--- src/rtl/mac_share_sched_pkg.sv ---
// Shared definitions for the mac_share_sched block.
//   MAC_*_DEF  : default parameter values for the scheduler and its interface
//   MAC_NREQ_MAX : widest request vector rr_pick can search (NREQ must not exceed it)
//   s1_t       : layout of the stage-1 pipeline register at default widths
//   rr_pick    : round-robin grant index for a request vector and start pointer
package mac_pkg;

  localparam int MAC_WIDTH_DEF = 4;
  localparam int MAC_NREQ_DEF  = 2;
  localparam int MAC_IDW_DEF   = 1;
  localparam int MAC_NREQ_MAX  = 32;

  // mac_pipe declares the same field layout at its own parameter widths.
  typedef struct packed {
    logic                     v;
    logic [MAC_IDW_DEF-1:0]   id;
    logic [MAC_WIDTH_DEF-1:0] prod;
    logic [MAC_WIDTH_DEF-1:0] c;
  } s1_t;

  // First set bit of valid searching ptr, ptr+1, ... (mod nreq). Walking the
  // offsets from highest to lowest lets the nearest hit overwrite the others.
  // Returns 0 when nothing is valid; callers qualify with the valid bit.
  function automatic int rr_pick(input logic [MAC_NREQ_MAX-1:0] valid,
                                 input int ptr, input int nreq);
    int idx;
    rr_pick = 0;
    for (int k = MAC_NREQ_MAX - 1; k >= 0; k--) begin
      if (k < nreq) begin
        idx = (ptr + k) % nreq;
        if (valid[idx]) rr_pick = idx;
      end
    end
  endfunction

endpackage

--- src/rtl/mac_share_sched_if.sv ---
// Request/response bundle of mac_share_sched.
//   req_valid/req_ready : per-requester handshake, one bit per requester
//   req_a/req_b/req_c   : operands, requester i owns slice [i*WIDTH +: WIDTH]
//   rsp_valid/rsp_ready : single result handshake to the consumer
//   rsp_id/rsp_data     : issuing requester and (a*b+c) mod 2**WIDTH
// Handshake rule for both channels: a transfer happens on a rising clk edge
// where valid and ready are both 1; the sender keeps its payload stable while
// valid is high and not yet accepted (requesters may withdraw valid instead).
interface mac_share_sched_if
  import mac_pkg::*;
#(
  parameter int WIDTH = MAC_WIDTH_DEF,
  parameter int NREQ  = MAC_NREQ_DEF,
  parameter int IDW   = MAC_IDW_DEF
);
  logic [NREQ-1:0]       req_valid;
  logic [NREQ-1:0]       req_ready;
  logic [NREQ*WIDTH-1:0] req_a;
  logic [NREQ*WIDTH-1:0] req_b;
  logic [NREQ*WIDTH-1:0] req_c;
  logic                  rsp_valid;
  logic                  rsp_ready;
  logic [IDW-1:0]        rsp_id;
  logic [WIDTH-1:0]      rsp_data;

  // master: requesters + result consumer; slave: the scheduler
  modport master (
    output req_valid, req_a, req_b, req_c, rsp_ready,
    input  req_ready, rsp_valid, rsp_id, rsp_data
  );
  modport slave (
    input  req_valid, req_a, req_b, req_c, rsp_ready,
    output req_ready, rsp_valid, rsp_id, rsp_data
  );
endinterface

--- src/rtl/mac_share_sched_pipe.sv ---
// mac_pipe: two-stage multiply-then-add datapath, no arbitration state.
//   clk, rst_n          : clock, synchronous active-low reset
//   s1_en, s2_en        : load enables for stage 1 and stage 2 (output stage)
//   in_v, in_id         : operand-valid and requester id entering stage 1
//   in_a, in_b, in_c    : selected operands
//   s1_v                : stage 1 holds a live op
//   rsp_valid/id/data   : registered output stage
module mac_pipe #(
  parameter int WIDTH = 4,
  parameter int IDW   = 1
) (
  input  logic             clk,
  input  logic             rst_n,
  input  logic             s1_en,
  input  logic             s2_en,
  input  logic             in_v,
  input  logic [IDW-1:0]   in_id,
  input  logic [WIDTH-1:0] in_a,
  input  logic [WIDTH-1:0] in_b,
  input  logic [WIDTH-1:0] in_c,
  output logic             s1_v,
  output logic             rsp_valid,
  output logic [IDW-1:0]   rsp_id,
  output logic [WIDTH-1:0] rsp_data
);

  typedef struct packed {
    logic             v;
    logic [IDW-1:0]   id;
    logic [WIDTH-1:0] prod;
    logic [WIDTH-1:0] c;
  } s1_t;

  s1_t              s1;
  logic [WIDTH-1:0] prod;
  logic [WIDTH-1:0] sum;

  // Both results are sized to WIDTH, so the mod 2**WIDTH wrap is implicit.
  assign prod = in_a * in_b;
  assign sum  = s1.prod + s1.c;
  assign s1_v = s1.v;

  always_ff @(posedge clk) begin
    if (!rst_n) begin
      s1        <= '0;
      rsp_valid <= 1'b0;
      rsp_id    <= '0;
      rsp_data  <= '0;
    end else begin
      if (s1_en) begin
        s1.v    <= in_v;
        s1.id   <= in_id;
        s1.prod <= prod;
        s1.c    <= in_c;
      end
      if (s2_en) begin
        rsp_valid <= s1.v;
        rsp_id    <= s1.id;
        rsp_data  <= sum;
      end
    end
  end

endmodule

--- src/rtl/mac_share_sched.sv ---
// mac_share_sched: round-robin scheduler sharing one pipelined a*b+c unit
// among NREQ requesters.
//   clk   : rising-edge clock
//   rst_n : synchronous active-low reset
//   bus   : mac_share_sched_if slave (per-requester operands in, tagged result out)
// Holds the arbiter, the round-robin pointer, the stage enables and the
// operand mux; the arithmetic lives in mac_pipe.
module mac_share_sched
  import mac_pkg::*;
#(
  parameter int WIDTH = MAC_WIDTH_DEF,
  parameter int NREQ  = MAC_NREQ_DEF,
  parameter int IDW   = $clog2(NREQ)
) (
  input  logic                  clk,
  input  logic                  rst_n,
  mac_share_sched_if.slave      bus
);

  logic [IDW-1:0]   gnt;
  logic [IDW-1:0]   rr_ptr;
  logic             s1_v;
  logic             s1_en;
  logic             s2_en;
  logic             accept;
  logic [WIDTH-1:0] op_a;
  logic [WIDTH-1:0] op_b;
  logic [WIDTH-1:0] op_c;

  // Output stage advances when empty or being drained; stage 1 advances when
  // empty or when it can move forward, which lets a bubble collapse under
  // backpressure.
  assign s2_en = !bus.rsp_valid || bus.rsp_ready;
  assign s1_en = !s1_v || s2_en;

  // Grant depends only on valids and the pointer, never on result data.
  always_comb begin
    gnt           = IDW'(rr_pick(MAC_NREQ_MAX'(bus.req_valid), int'(rr_ptr), NREQ));
    bus.req_ready = '0;
    if (rst_n && s1_en) bus.req_ready[gnt] = bus.req_valid[gnt];
  end

  assign accept = |(bus.req_valid & bus.req_ready);

  assign op_a = bus.req_a[gnt*WIDTH +: WIDTH];
  assign op_b = bus.req_b[gnt*WIDTH +: WIDTH];
  assign op_c = bus.req_c[gnt*WIDTH +: WIDTH];

  // Pointer moves past the winner only on an actual transfer, so a requester
  // that withdraws valid does not cost anyone their turn.
  always_ff @(posedge clk) begin
    if (!rst_n) begin
      rr_ptr <= '0;
    end else if (accept) begin
      rr_ptr <= (int'(gnt) == NREQ - 1) ? '0 : gnt + 1'b1;
    end
  end

  mac_pipe #(
    .WIDTH (WIDTH),
    .IDW   (IDW)
  ) u_pipe (
    .clk       (clk),
    .rst_n     (rst_n),
    .s1_en     (s1_en),
    .s2_en     (s2_en),
    .in_v      (accept),
    .in_id     (gnt),
    .in_a      (op_a),
    .in_b      (op_b),
    .in_c      (op_c),
    .s1_v      (s1_v),
    .rsp_valid (bus.rsp_valid),
    .rsp_id    (bus.rsp_id),
    .rsp_data  (bus.rsp_data)
  );

endmodule

--- src/flat_wrapper.sv ---
// flat-port wrapper written by rule: the top's interface ports become plain ports
module mac_share_sched_flat import mac_pkg::*;
#(
  parameter int WIDTH = MAC_WIDTH_DEF,
  parameter int NREQ  = MAC_NREQ_DEF,
  parameter int IDW   = $clog2(NREQ)
)
  (clk, rst_n, bus_req_valid, bus_req_a, bus_req_b, bus_req_c, bus_rsp_ready, bus_req_ready, bus_rsp_valid, bus_rsp_id, bus_rsp_data);
  mac_share_sched_if #(.WIDTH(WIDTH), .NREQ(NREQ), .IDW(IDW)) bus_i ();
  input  logic clk;
  input  logic rst_n;
  input wire logic [$bits(bus_i.req_valid)-1:0] bus_req_valid;
  input wire logic [$bits(bus_i.req_a)-1:0] bus_req_a;
  input wire logic [$bits(bus_i.req_b)-1:0] bus_req_b;
  input wire logic [$bits(bus_i.req_c)-1:0] bus_req_c;
  input wire logic [$bits(bus_i.rsp_ready)-1:0] bus_rsp_ready;
  output wire logic [$bits(bus_i.req_ready)-1:0] bus_req_ready;
  output wire logic [$bits(bus_i.rsp_valid)-1:0] bus_rsp_valid;
  output wire logic [$bits(bus_i.rsp_id)-1:0] bus_rsp_id;
  output wire logic [$bits(bus_i.rsp_data)-1:0] bus_rsp_data;
  assign bus_i.req_valid = bus_req_valid;
  assign bus_i.req_a = bus_req_a;
  assign bus_i.req_b = bus_req_b;
  assign bus_i.req_c = bus_req_c;
  assign bus_i.rsp_ready = bus_rsp_ready;
  assign bus_req_ready = bus_i.req_ready;
  assign bus_rsp_valid = bus_i.rsp_valid;
  assign bus_rsp_id = bus_i.rsp_id;
  assign bus_rsp_data = bus_i.rsp_data;
  mac_share_sched #(.WIDTH(WIDTH), .NREQ(NREQ), .IDW(IDW)) u_core (.clk(clk), .rst_n(rst_n), .bus(bus_i));
endmodule
--- config.mk ---
export PLATFORM = sky130hd
export DESIGN_NAME = mac_share_sched_flat
export DESIGN_NICKNAME = d
export VERILOG_FILES = /design/src/rtl/mac_share_sched_pkg.sv /design/src/rtl/mac_share_sched_if.sv /design/src/rtl/mac_share_sched_pipe.sv /design/src/rtl/mac_share_sched.sv /design/src/flat_wrapper.sv
export SDC_FILE = /design/constraint.sdc
export NUM_CORES = 1
export LEC_CHECK = 0
export ABC_AREA = 1
export BUFFER_PORTS_ARGS = -buffer_cell sky130_fd_sc_hd__buf_4
export CORE_UTILIZATION = 52
export DETAILED_ROUTE_END_ITERATION = 6
export PLACE_DENSITY = 0.91
export SETUP_SLACK_MARGIN = 0.15
export SYNTH_ARGS = -nofsm -noshare
export SYNTH_HDL_FRONTEND = slang
export SYNTH_HIERARCHICAL = 1
export SYNTH_SLANG_ARGS = --single-unit
--- constraint.sdc ---
create_clock -name clk -period 3.8 [get_ports clk]
set_input_delay 0.38 -clock clk [delete_from_list [all_inputs] [get_ports clk]]
set_output_delay 0.38 -clock clk [all_outputs]
set_load 0.005 [all_outputs]
Word level (Yosys, flattened, before mapping)

Cells that the tools add are included.

Register bits after elaboration: 17
Input port bits: 29

$add $sub $neg: 3
Bitwise operators: 3
Multipliers: 1
Reductions and logical operators: 7
Shifts and indexed selects: 3
Muxes and demuxes: 13
Magnitude comparators: 4

Operator list:

| cell                                                                 | count |
|---|---|
| 8-bit by 4-bit indexed part select with 4-bit output                 | 3 |
| 1-bit 2-to-1 mux                                                     | 10 |
| 2-bit by 7-bit < comparator with 1-bit output, second input constant | 1 |
| 1-bit by 6-bit < comparator with 1-bit output, second input constant | 1 |
| 4-bit adder                                                          | 1 |
| 2-bit bitwise AND                                                    | 2 |
| 4-bit by 4-bit multiplier with 4-bit output                          | 1 |
| 1-bit adder, second input constant                                   | 2 |
| 1-bit binary-select mux with 2-bit select                            | 1 |
| 1-bit logical AND                                                    | 2 |
| 1-bit logical NOT                                                    | 2 |
| 1-bit logical OR                                                     | 2 |
| 1-bit by 2-bit < comparator with 1-bit output, second input constant | 1 |
| 2-bit 2-to-1 mux                                                     | 1 |
| 2-bit OR reduction                                                   | 1 |
| 1-bit bitwise AND, first input constant                              | 1 |
| 1-bit demux with 1-bit select                                        | 1 |
| 1-bit >= comparator, second input constant                           | 1 |

Longest topological paths before layout

Word-level depth: 15
Gate-level depth with buffers: 21

Hierarchy

Netlist, hierarchy kept.

By module, submodules not included:

| module          | cells an instance | seq. area each (µm²) | instances | area an instance (µm²) |
|---|---|---|---|---|
| mac_pipe        | 128               | 320.3                | 1         | 875.8 |
| mac_share_sched | 56                | 20.0                 | 1         | 262.8 |

Worst setup path before layout

OpenSTA, ideal clock, no wires.

Path kind: in2reg
Start: in bus_req_valid[0]
End: reg u_core/u_pipe/s1[7] (netlist name)
Buffers on the path: 1
Stages: 19
Arrival: 2149 ps
Setup slack: 1542 ps
Cell sequence: nand2_2 nand2_4 inv_4 buf_6 nand2_1 nand2_1 nand2_1 inv_1 ha_1 ha_1 ha_1 inv_1 nand2_1 nand3_1 nand2_1 nand3_1 nand3_1 nand2_1 inv_1

Longest elaborated chain between the ends: 7
Elaborated cells on any way between the ends: 10
Classes of those cells: mul (1); shift (2); mux (7)

RTL lines:

| what                                                     | RTL line                   | source |
|---|---|---|
| from (decl)                                              | flat_wrapper.sv:12         | `input wire logic [$bits(bus_i.req_valid)-1:0] bus_req_valid;` |
| 1-bit binary-select mux with 2-bit select                | mac_share_sched_pkg.sv:31  | `if (valid[idx]) rr_pick = idx;` |
| 1-bit 2-to-1 mux (implied by the code) (2 in a row)      | mac_share_sched_pkg.sv:31  |  |
| 1-bit 2-to-1 mux                                         | mac_share_sched_pkg.sv:31  |  |
| 1-bit 2-to-1 mux (*)                                     | mac_share_sched_pkg.sv:31  |  |
| net u_core.gnt                                           | mac_share_sched.sv:20      | `logic [IDW-1:0] gnt;` |
| 8-bit by 4-bit indexed part select with 4-bit output (*) | mac_share_sched.sv:45      | `assign op_a = bus.req_a[gnt*WIDTH +: WIDTH];` |
| net u_core.op_a[0]                                       | mac_share_sched.sv:26      | `logic [WIDTH-1:0] op_a;` |
| 4-bit by 4-bit multiplier with 4-bit output (*)          | mac_share_sched_pipe.sv:39 | `assign prod = in_a * in_b;` |
| to (decl)                                                | mac_share_sched_pipe.sv:34 | `s1_t s1;` |

Mark *: on every way through the listed nets, which the timed path passes. The rest lies on a longest branch. The select of a mux whose other input is x is not followed.
A chain may end at the register's enable or synchronous reset.

Worst setup path in the final report

Start: reg u_core.rr_ptr
End: reg u_core/u_pipe/s1[7] (netlist name)

Longest elaborated chain between the ends: 9
Elaborated cells on any way between the ends: 12
Classes of those cells: add/sub (1); mul (1); shift (2); mux (7); bitwise (1)

RTL lines:

| what                                                     | RTL line                   | source |
|---|---|---|
| from (decl)                                              | mac_share_sched.sv:21      | `logic [IDW-1:0] rr_ptr;` |
| from (signal assigned)                                   | mac_share_sched.sv:55      | `rr_ptr <= (int'(gnt) == NREQ - 1) ? '0 : gnt + 1'b1;` |
| 1-bit adder                                              | mac_share_sched_pkg.sv:30  | `idx = (ptr + k) % nreq;` |
| 1-bit bitwise AND (no source line)                       | -                          |  |
| 1-bit binary-select mux with 2-bit select                | mac_share_sched_pkg.sv:31  |  |
| 1-bit 2-to-1 mux (implied by the code) (2 in a row)      | mac_share_sched_pkg.sv:31  |  |
| 1-bit 2-to-1 mux                                         | mac_share_sched_pkg.sv:31  |  |
| 1-bit 2-to-1 mux (*)                                     | mac_share_sched_pkg.sv:31  |  |
| 8-bit by 4-bit indexed part select with 4-bit output (*) | mac_share_sched.sv:45      |  |
| net u_core.op_a[0]                                       | mac_share_sched.sv:26      |  |
| 4-bit by 4-bit multiplier with 4-bit output (*)          | mac_share_sched_pipe.sv:39 |  |

Marks and branches as above.

==> reports/qor.csv <==
stage;metric;value;unit
worst_setup_path;crit-reg2reg-launch;u_core/rr_ptr;
grt;grt-ovfl-total;0;
final_layout;syn2layout_area_growth;25.38;%
drt;ant_nets;0;
synth;synth-seq-cells;17;
drt;wl_met3;112;µm
worst_setup_path;ff2ff_setup_slack;1280;ps
sta;finalWorstPathRequiredPeriod;2524;ps
die;coreArea;2002;µm²
sta;slew_headroom;0.7942;
status;status;finished clean;
drt;drtIter0Drc;38;
clocking;cts-root-buf;clkbuf_4;
sta;post-route-period-util;0.6643;
grt;grt_pass1_vias;1130;
clocking;post_cts_resized;0;
min_path;min_to;u_core/u_pipe/s1[0];
power_and_ir_drop;ir_drop;222.5;µV
synth;ys_warn_count;6;
worst_setup_path;critPathRequiredTime;4020;ps
sta;max_freq;396.2;MHz
place;gp_congestion;0.7932;
worst_setup_path;worst-r2r-cell-count;19;
synth;yosysSeqAreaShare;0.2989;
final_layout;n_antenna_cell;0;
final_layout;final_nets;256;
sta;hold_viol;0;
synth;syn_inst;184;
drt;wl;2734;µm
die;pin_count;37;
final_layout;drive_gt1_frac;0.2064;
drt;vias;1209;
power_and_ir_drop;cellLeakagePower;0.8470;nW
clocking;htree_levels;1;
drt;met1_length;1203;µm
drt;wl_met2;1388;µm
clocking;cts_tree;done;
worst_setup_path;crit_slowest_cell;dfxtp_1;
power_and_ir_drop;power_density;310.5;nW/µm²
grt;grt_pass1_wl;4595;µm
synth;synth_area;1139;µm²
clocking;clk_path_buf_depth;2;
clocking;holdBufCountCts;0;
synth;ys_types;20;
power_and_ir_drop;total_power;0.0004433;W
grt;grt_max_degree;18;
worst_setup_path;crit_fanout;16;
worst_setup_path;path_common_cell;nand2_1;
min_path;hp-start;bus_req_c[4];
worst_setup_path;cp_num_cells;19;
job;cap_violations;0;
min_path;min_path_cells;5;
die;die_w;48.80;µm
final_layout;final.fill_count;185;
worst_setup_path;crit_buf_inv;5;
worst_setup_path;crit_family;simple AND/OR/NAND/NOR gates;
die;initial_utilization;0.5688;
clocking;post_cts_buffers;0;
drt;routed_via_density;4.935;
worst_setup_path;end_kind;register;
sta;skew;1.130;ps
sta;finalMaxSlewViolations;0;
drt;top_layer_used;met4;
drt;firstDrtPassIters;4;
die;die-area;2381;µm²
synth;syn-num-nets;221;
drt;wl_per_cell;11.16;µm
synth;syn_avg_cell_area;6.188;µm²
min_path;holdCritPathClass;input pin to register;
sta;tightest_slew;308.4;ps
place;hpwl;2105;µm
drt;drc;0;
worst_setup_path;r2r_end;u_core/u_pipe/s1[7];
clocking;cts_sinks;17;
grt;antenna_found_initial;0;
clocking;clk_pin_slew;110;ps
final_layout;seqCellArea;340.3;µm²
worst_setup_path;path_class;register to register;
worst_setup_path;cp-start-kind;register;
die;row_count;16;
die;die_h;48.80;µm
sta;tns;0;ps
final_layout;multi_input_area;659.4;µm²
worst_setup_path;arrival;2740;ps
clocking;clk_latency;300;ps
sta;finalSetupViolations;0;
clocking;cts_buffers;3;
sta;rsz0062_at_grt;false;
grt;grtUsageTotal;0.2507;
worst_setup_path;crit_chain;inv_1 -> nand2_2 -> nand2_4 -> inv_4 -> nand2_1 -> nand2_1 -> nand2_1 -> inv_1 -> ha_1 -> ha_1 -> ha_1 -> inv_1 -> nand2_1 -> nand3_1 -> nand2_1 -> nand3_1 -> nand3_1 -> nand2_1 -> inv_1;
place;io_buffers;36;
worst_setup_path;slowest_delay;320;ps
## registers in the layout (all words and copies together), names as in the netlist
register                 flops
u_core/u_pipe/rsp_id         1
u_core/u_pipe/s1             9
u_core/rr_ptr                1
u_core/u_pipe/s1_v           1
u_core/u_pipe/rsp_valid      1
u_core/u_pipe/rsp_data       4
## worst reg2reg max path: cells and delay by family (launching register included)
family	cells	cell delay, ps
DFF	1	320
adders and majority gates	3	820
buffers and inverters	5	330
and+or+nand+nor	11	970
## through the flow
stage | instance area [µm²] | utilization | hold WS, ps | cells | setup WS (ps)
floorplan | 1139 | - | 449.5 | 184 | 1542
global placement | 1400 | 0.6994 | 474.4 | 241 | 1352
detailed placement | 1400 | 0.6994 | 494.0 | 241 | 1182
CTS | 1428 | 0.7131 | 388.7 | 245 | 1286
global route | 1428 | 0.7131 | 395.7 | 245 | 1072
finish | 1428 | 0.7131 | 398.7 | 245 | 1276
## Yosys cell counts (all sizes together)
| cell type | instances | area share |
|---|---|---|
| inv | 25 | 0.085 |
| nor2 | 28 | 0.095 |
| fa | 1 | 0.018 |
| o21ai | 17 | 0.075 |
| ha | 7 | 0.077 |
| nand2 | 63 | 0.22 |
| buf | 5 | 0.034 |
| xnor2 | 1 | 0.0077 |
| a21oi | 6 | 0.026 |
| dfxtp | 17 | 0.30 |
| clkbuf | 1 | 0.0033 |
| nand3 | 12 | 0.057 |
| xor2 | 1 | 0.0077 |
## layout make-up
| type | instances | area share |
|---|---|---|
| clock buffer | 3 | 0.01578 |
| timing repair buffer | 36 | 0.1893 |
| tap | 27 | 0.02366 |
| multi-input combinational | 136 | 0.4619 |
| clock inverter | 1 | 0.003506 |
| inverter | 25 | 0.06748 |
| sequential | 17 | 0.2384 |
## metal layers
layer,vias to the layer above,global-route usage
met3,4,0.04673
met2,27,0.4630
met4,0,0.08824
met1,545,0.2849
li1,633,-
met5,-,0
## cell usage in the layout, fill, tap and decap left out
master	n
ha_1	7
clkbuf_4	3
nand3_1	11
nand2_4	1
nand3_2	1
buf_4	36
nor2_2	1
nand2_2	1
clkinv_2	1
dfxtp_1	17
nor2_1	27
o21ai_0	17
fa_1	1
inv_1	24
nand2_1	61
xor2_1	1
a21oi_1	6
xnor2_1	1
inv_4	1
## where the power goes
part	switching, W	total [W]	internal (W)
Combinational	0.0000715	0.000136	0.0000641
Sequential	0.00000925	0.000205	0.000195
Clock	0.0000636	0.000103	0.0000393
Total	0.000144	0.000443	0.000299
## kinds of logic (layout without fill, tap and decap cells)
| logic type | Yosys count | count (layout) | share of synthesized area |
|---|---|---|---|
| simple gates | 103 | 103 | 0.3681 |
| buf+inv | 31 | 65 | 0.1220 |
| compound gates | 23 | 23 | 0.1011 |
| flops | 17 | 17 | 0.2989 |
| fa+ha+maj | 8 | 8 | 0.09450 |
| xor+xnor | 2 | 2 | 0.01539 |
## worst max-delay path by stage
stage                                 from                  end  slack, ps
after detailed placement  bus_req_valid[0]  u_core/u_pipe/s1[7]       1180
after floorplan           bus_req_valid[0]  u_core/u_pipe/s1[7]       1540
after CTS                    u_core/rr_ptr  u_core/u_pipe/s1[7]       1290
final                        u_core/rr_ptr  u_core/u_pipe/s1[7]       1280
after global placement    bus_req_valid[0]  u_core/u_pipe/s1[7]       1350
after global routing         u_core/rr_ptr  u_core/u_pipe/s1[7]       1070
Note: power is estimated with default switching activity, not from simulation.
